File: src/rtl/mem_access_unit.sv
// Load/store execution stage: one single-outstanding word bus access per start,
// with byte-lane steering for stores and aligned sign/zero extension for loads.
module mem_access_unit #(
  parameter int XLEN           = 32,
  parameter int TIMEOUT_CYCLES = 255
) (
  input  logic            clk,
  input  logic            rst_n,
  input  logic            start,
  output logic            ready,
  input  logic [XLEN-1:0] mem_ctrl,
  input  logic            load_unsigned,
  input  logic [XLEN-1:0] addr,
  input  logic [XLEN-1:0] wdata,
  output logic            done,
  output logic [XLEN-1:0] rdata,
  output logic            misaligned,
  output logic            timeout,
  output logic            bus_req,
  output logic            bus_we,
  output logic [XLEN-1:0] bus_addr,
  output logic [3:0]      bus_wstrb,
  output logic [XLEN-1:0] bus_wdata,
  input  logic            bus_ack,
  input  logic [XLEN-1:0] bus_rdata
);

  // Decoded control words: bit0 = access, bit1 = write, bits[3:2] = size.
  localparam logic [31:0] MEM_CTRL_READ_BYTE  = 32'h0000_0001;
  localparam logic [31:0] MEM_CTRL_READ_HALF  = 32'h0000_0005;
  localparam logic [31:0] MEM_CTRL_READ_WORD  = 32'h0000_0009;
  localparam logic [31:0] MEM_CTRL_STORE_BYTE = 32'h0000_0003;
  localparam logic [31:0] MEM_CTRL_STORE_HALF = 32'h0000_0007;
  localparam logic [31:0] MEM_CTRL_STORE_WORD = 32'h0000_000B;

  localparam logic [1:0] SZ_BYTE = 2'd0;
  localparam logic [1:0] SZ_HALF = 2'd1;
  localparam logic [1:0] SZ_WORD = 2'd2;

  localparam int CNT_W = (TIMEOUT_CYCLES > 1) ? $clog2(TIMEOUT_CYCLES + 1) : 1;
  localparam logic [CNT_W-1:0] LIMIT_M1 =
    CNT_W'((TIMEOUT_CYCLES > 0) ? TIMEOUT_CYCLES - 1 : 0);

  typedef enum logic [1:0] {
    S_IDLE,
    S_BUS,
    S_RESP
  } state_t;

  state_t           r_state;
  state_t           w_next;
  logic [CNT_W-1:0] r_cnt;
  logic [1:0]       r_size;
  logic [1:0]       r_off;
  logic             r_uns;
  logic             r_we;
  logic [31:0]      r_addr;
  logic [3:0]       r_wstrb;
  logic [31:0]      r_wdata;
  logic [31:0]      r_rdata;
  logic             r_mis;
  logic             r_to;

  logic             w_valid;
  logic             w_we;
  logic [1:0]       w_size;
  logic             w_misal;
  logic [3:0]       w_wstrb;
  logic [31:0]      w_wdata;
  logic [7:0]       w_byte;
  logic [15:0]      w_half;
  logic [31:0]      w_load;
  logic             w_limit;

  always_comb begin
    w_valid = 1'b1;
    w_we    = 1'b0;
    w_size  = SZ_WORD;
    case (mem_ctrl)
      MEM_CTRL_READ_BYTE:  w_size = SZ_BYTE;
      MEM_CTRL_READ_HALF:  w_size = SZ_HALF;
      MEM_CTRL_READ_WORD:  w_size = SZ_WORD;
      MEM_CTRL_STORE_BYTE: begin w_size = SZ_BYTE; w_we = 1'b1; end
      MEM_CTRL_STORE_HALF: begin w_size = SZ_HALF; w_we = 1'b1; end
      MEM_CTRL_STORE_WORD: begin w_size = SZ_WORD; w_we = 1'b1; end
      default:             w_valid = 1'b0;
    endcase
    w_misal = ((w_size == SZ_HALF) && addr[0]) ||
              ((w_size == SZ_WORD) && (addr[1:0] != 2'b00));
  end

  always_comb begin
    w_wstrb = 4'b1111;
    w_wdata = wdata;
    case (w_size)
      SZ_BYTE: begin
        w_wstrb = 4'b0001 << addr[1:0];
        w_wdata = {4{wdata[7:0]}};
      end
      SZ_HALF: begin
        w_wstrb = 4'b0011 << addr[1:0];
        w_wdata = {2{wdata[15:0]}};
      end
      default: ;
    endcase
    if (!w_we) w_wstrb = 4'b0000;
  end

  always_comb begin
    w_byte = bus_rdata[{r_off, 3'b000} +: 8];
    w_half = bus_rdata[{r_off[1], 4'b0000} +: 16];
    case (r_size)
      SZ_BYTE: w_load = {{24{w_byte[7] & ~r_uns}}, w_byte};
      SZ_HALF: w_load = {{16{w_half[15] & ~r_uns}}, w_half};
      default: w_load = bus_rdata;
    endcase
  end

  // A limit of zero never fires, so the wait for bus_ack is unbounded.
  assign w_limit = (TIMEOUT_CYCLES != 0) && (r_cnt == LIMIT_M1);

  always_comb begin
    w_next = r_state;
    case (r_state)
      S_IDLE: if (start) w_next = (!w_valid || w_misal) ? S_RESP : S_BUS;
      S_BUS:  if (bus_ack || w_limit) w_next = S_RESP;
      S_RESP: w_next = S_IDLE;
      default: w_next = S_IDLE;
    endcase
  end

  always_ff @(posedge clk) begin
    if (!rst_n) begin
      r_state <= S_IDLE;
      r_cnt   <= '0;
      r_size  <= SZ_WORD;
      r_off   <= 2'b00;
      r_uns   <= 1'b0;
      r_we    <= 1'b0;
      r_addr  <= '0;
      r_wstrb <= '0;
      r_wdata <= '0;
      r_rdata <= '0;
      r_mis   <= 1'b0;
      r_to    <= 1'b0;
    end else begin
      r_state <= w_next;
      case (r_state)
        S_IDLE: begin
          r_cnt <= '0;
          if (start) begin
            r_rdata <= '0;
            r_mis   <= w_valid & w_misal;
            r_to    <= 1'b0;
            r_size  <= w_size;
            r_off   <= addr[1:0];
            r_uns   <= load_unsigned;
            if (w_valid && !w_misal) begin
              r_we    <= w_we;
              r_addr  <= {addr[31:2], 2'b00};
              r_wstrb <= w_wstrb;
              r_wdata <= w_wdata;
            end
          end
        end
        S_BUS: begin
          // An ack on the limit cycle takes priority over the timeout.
          if (bus_ack) begin
            if (!r_we) r_rdata <= w_load;
          end else begin
            r_cnt <= r_cnt + CNT_W'(1);
            if (w_limit) r_to <= 1'b1;
          end
        end
        default: ;
      endcase
    end
  end

  assign ready      = (r_state == S_IDLE);
  assign done       = (r_state == S_RESP);
  assign bus_req    = (r_state == S_BUS);
  assign bus_we     = r_we;
  assign bus_addr   = r_addr;
  assign bus_wstrb  = r_wstrb;
  assign bus_wdata  = r_wdata;
  assign rdata      = r_rdata;
  assign misaligned = r_mis;
  assign timeout    = r_to;

endmodule
File: config.mk
export PLATFORM = sky130hd
export DESIGN_NAME = mem_access_unit
export DESIGN_NICKNAME = d
export VERILOG_FILES = /design/src/rtl/mem_access_unit.sv
export SDC_FILE = /design/constraint.sdc
export NUM_CORES = 1
export LEC_CHECK = 0
export CAP_MARGIN = 20
export CORE_MARGIN = 8
export CORE_UTILIZATION = 43
export CTS_BUF_LIST = sky130_fd_sc_hd__clkbuf_4
export DETAILED_ROUTE_END_ITERATION = 8
export MAX_ROUTING_LAYER = met4
export PLACE_DENSITY = 0.82
export SLEW_MARGIN = 25
export SYNTH_ARGS = -nofsm -noshare
export SYNTH_HDL_FRONTEND = slang
export SYNTH_SLANG_ARGS = --single-unit
File: constraint.sdc
create_clock -name clk -period 2.61 [get_ports clk]
set_input_delay 0.522 -clock clk [delete_from_list [all_inputs] [get_ports clk]]
set_output_delay 0.522 -clock clk [all_outputs]
set_load 0.01 [all_outputs]
==> After elaboration in Yosys (flattened, before gate mapping) <==
Index checks and enable logic that the tools add are counted.
{ "classes": {"bitwise": 4, "n_reduce_logical": 23, "mux": 21, "n_shift": 4, "n_addsub": 1, "n_eq_ne": 18} }
{ "ops": {"columns": ["operator", "count"], "rows": [
  ["$pmux 32 s2", 3],
  ["$mux 32", 3],
  ["$eq 32x3->1 const B", 2],
  ["$eq 32x4->1 const B", 2],
  ["$eq 32x1->1 const B", 1],
  ["$eq 32x2->1 const B", 1],
  ["$shiftx 32x6->16", 1],
  ["$shiftx 32x6->8", 1],
  ["$pmux 8 s2", 1],
  ["$add 8x1->8 const B", 1],
  ["$eq 8x8->1 const B", 1],
  ["$mux 8", 1],
  ["$pmux 2 s2", 2],
  ["$pmux 4 s2", 1],
  ["$reduce_and 4->1", 2],
  ["$eq 2x1->1 const B", 3],
  ["$logic_not 2->1", 3],
  ["$mux 2", 3],
  ["$ne 2x1->1 const B", 3],
  ["$ne 2x2->1 const B", 3],
  ["$reduce_and 2->1", 3],
  ["$reduce_or 6->1", 1],
  ["$mux 1", 5],
  ["$eq 2x2->1 const B", 2],
  ["13 further kinds", 22]
]} }
{ "word_totals": {"output_inout_bits": 106, "elab_cells": 83, "ff_bits": 116, "input_bits": 133} }

==> Logic depth before layout (Yosys ltp) <==
{ "depth": {"ltp_word": 10, "mapped_depth": 8} }

==> Worst setup path after synthesis <==
Ideal clock, no wire load.
{ "synth_timing": {"path_type": "input to register", "startpoint": "input port mem_ctrl[25]", "endpoint": "register r_wstrb[0] (netlist: bus_wstrb[0])", "cell_stages": 7, "setup_slack_ns": 0.477, "arrival_time_ns": 2.013, "path_buffers": 2, "path_cell_list": "nor4_2 -> nand4_4 -> or4_1 -> buf_2 -> buf_6 -> nand2_1 -> a21boi_1"} }
{ "synth_via": {"elab_chain_cells": 9, "elab_cells_between_ends": 24, "cone_classes": "8 x eq/ne; 5 x mux; 11 x reduce/logical"} }
{ "synth_lines": {"columns": ["element", "line", "text"], "rows": [
  ["start: declaration", "11", "input logic [XLEN-1:0] mem_ctrl,"],
  ["$eq 32x3->1 (tied with other cells)", "79", "case (mem_ctrl)"],
  ["$reduce_or 2->1 (no source line)", null, null],
  ["$pmux 2 s2", "79", null],
  ["$eq 2x1->1 or $eq 2x2->1 (tied branches)", "88, 95, 89", null],
  ["$logic_and 1x1->1, on equally long branches", "88, 89", null],
  ["$logic_or 1x1->1", "88", "w_misal = ((w_size == SZ_HALF) && addr[0]) ||"],
  ["$logic_not 1->1", "158", "if (w_valid && !w_misal) begin"],
  ["$logic_and 1x1->1", "158", null],
  ["$reduce_and 3->1 (no source line)", null, null],
  ["end signal: assignment", "161", "r_wstrb <= w_wstrb;"],
  ["end: declaration", "58", "logic [3:0] r_wstrb;"]
]} }
Parallel ways exist; a longest one is shown, timed or not.
A chain may end at the register's enable or synchronous reset.

==> Worst setup path in the final report <==
{ "layout_timing": {"startpoint": "register r_state[1]", "endpoint": "output port bus_req"} }
{ "layout_via": {"elab_chain_cells": 1} }
{ "layout_lines": {"columns": ["element", "line", "text"], "rows": [
  ["start: declaration", "50", "state_t r_state;"],
  ["start signal: assignment", "147", "r_state <= w_next;"],
  ["$eq 2x1->1", "182", "assign bus_req = (r_state == S_BUS);"],
  ["end: declaration", "19", "output logic bus_req,"]
]} }
Every way passes these cells.

==> reports/qor.yml <==
core_area_um2: 12000
grt_pass1_vias: 5609
ir_drop_uv: 312
path_delay_family: "flip-flops"
place_hpwl_um: 14300
synth_ff_type: "dfxtp_1"
via_per_inst: 5.50
synth_cell_types: 53
min_period_ns: 2.39
portBuffers: 236
drc: 0
outcome: "completed"
fin_nets: 950
syn_to_final_growth_pct: 51.8
worst_setup_path_start_kind: "register"
yosysWarnings: 0
slew-limit-headroom_pct: 44.7
timing.fmax_mhz: 418
grt_pass1_wl_um: 29100
nFillCells: 993
diodes: 0
grt_start_max_net_pins: 89
report.final.slew_viol_count: 0
die_x_um: 127
tightest_slew_ns: 0.824
syn_area_um2: 5290
drt-total-wl_um: 18500
dieArea_um2: 16100
firstDrtPassIters: 8
finalCritPeriodShare_pct: 91.6
cts_tree: "yes"
worstPathCellList: "nand2b_1 > inv_1 > clkdlybuf4s50_1"
cts.sinks: 116
hold_violations: 0
ctsHtreeMaxLevel: 4
clk_latency_ns: 0.52
crit_slowest_cell: "dfxtp_1"
ys_ff_latch: 116
ys_top_cells_by_area: "dfxtp_1, nand2_1, a21boi_1"
hold_path.class: "in -> reg"
preCtsSetupSlack_ns: -0.0724
grt_remaining_overflow: 0
final_cell_area_um2: 8030
holdBufCountCts: 0
power_density_nw_per_um2: 401
clk_pin_slew_ns: 0.08
ys_seq_area_share_pct: 43.9
final-setup-viol-count: 0
crit_required_ns: 2.09
initial_core_util_pct: 44.1
clk_path_buf_depth: 2
synth_top_area_share_pct: 43.9
rows: 40
clockRootBuffer: "clkbuf_4"
synth_commonest_cells: "nand2_1, dfxtp_1, a21boi_1"
cap_violations: 0
power.leakage_nw: 2.81
arrival_ns: 1.87
vias: 5348
skew_ns: 0.0124
dieHeight_um: 127
async_flop_share_pct: 0
cp_max_fo: 12
power_mw: 3.22
drive_gt1_share_pct: 10.0
ant_nets: 0
end_kind: "output port"
post_cts_resized: 0
setup_ws_ns: 0.218
drtIter0Drc: 369
antenna_found_initial: 0
syn_inst: 580
rsz0062_at_grt: "false"
avgRoutedWirePerCell_um: 19.0
yosys.cell_count.top_type: "nand2_1"
grt.total_usage_pct: 23.3
worstSetupPathType: "reg -> out"
avgSynthCellArea_um2: 9.12
post-cts-setup-buffer-count: 0
ios: 239
placedInstanceArea_um2: 7840
critPathBufInv: 2
max_stage_delay_ns: 0.57
gp_congestion: 0.873
synth_largest_area_cell: "dfxtp_1"
cts-buffers-inserted: 17
setup_tns_ns: 0
synth-edff-count: 0
## routing by layer
layer  track usage, %  wire (µm)  up-vias  part of all wire, %
li1                 -          -     2539                    -
met1             24.0       7270     2546                   39
met2             41.0       9470      236                   51
met3             7.50       1390       27                  7.5
met4             8.33        348        0                  1.9
met5                -          0        -                    0
## worst paths after layout
path | from | endpoint | slack (ns) | cells after the start
setup reg to reg | r_state[0]$_SDFFE_PN0P_ | rdata[29]$_SDFFE_PN0P_ | 0.49 | 5
hold / removal | rst_n | timeout$_SDFFE_PN0P_ | 0.32 | 3
setup / recovery | r_state[1]$_SDFFE_PN0P_ | bus_req | 0.22 | 3
hold reg to reg | bus_addr[7]$_SDFFE_PN0P_ | bus_addr[7]$_SDFFE_PN0P_ | 0.46 | 2
## state kept, by name, summed over array words and instances, names as in the netlist
register and count:
rdata 32, r_cnt 8, bus_wstrb 4, timeout 1, r_state 2, r_uns 1
bus_addr 30, r_off 2, bus_wdata 32, misaligned 1, r_size 2, bus_we 1
## per-stage QoR
| step | cells | util, % | hold slack, ns |
|---|---|---|---|
| after global routing | 973 | 66.9 | 0.279 |
| after CTS | 973 | 66.9 | 0.269 |
| after floorplan | 581 | - | 0.471 |
| after global placement | 943 | 65.2 | 0.437 |
| final | 973 | 66.9 | 0.323 |
| after detailed placement | 943 | 65.2 | 0.445 |
## tightest hold or removal path, cell delays in order
cell     delay (ns)
buf_2          0.12
nand2_1        0.09
nor2_1         0.05
## layout make-up
cell class	instances	area (µm²)	share of cell area, %
Multi-Input combinational cell	412	2720	33.8
Timing Repair Buffer	259	2580	32.1
Sequential cell	116	2320	28.9
Tap cell	147	184	2.29
Clock buffer	21	158	1.96
Clock inverter	9	41.3	0.514
Inverter	9	33.8	0.420
## where the power goes
group / leakage, nW / switching, mW / internal [mW]
registers: 0.935 / 0.0123 / 1.77
logic: 1.75 / 0.170 / 0.259
clock network: 0.125 / 0.620 / 0.388
## layout by cell type, fill, tap and decap left out, types with 9 or more instances in the layout
| cell | netlist | layout |
|---|---|---|
| o21ai_0 | 20 | 20 |
| a221o_1 | 16 | 16 |
| clkdlybuf4s50_1 | 0 | 235 |
| o22ai_1 | 16 | 16 |
| dfxtp_1 | 116 | 116 |
| mux2_2 | 16 | 16 |
| inv_1 | 9 | 9 |
| a21boi_0 | 13 | 13 |
| a21boi_1 | 40 | 40 |
| a21oi_1 | 24 | 24 |
| nand2_1 | 130 | 130 |
| buf_4 | 5 | 19 |
| clkbuf_4 | 0 | 21 |
| nor2_1 | 19 | 19 |
| mux2i_1 | 17 | 17 |
| nand2b_1 | 10 | 10 |
## logic make-up after synthesis
group / synth area share, %
buffers and inverters: 4.97
multiplexers: 7.05
other: 0.0709
flip-flops: 43.9
adder cells (fa/ha/maj): 0.473
AO/OA/AOI/OAI: 22.9
XOR/XNOR: 0.993
AND/OR/NAND/NOR: 19.7
No activity file was read; power rests on OpenSTA's default activity.
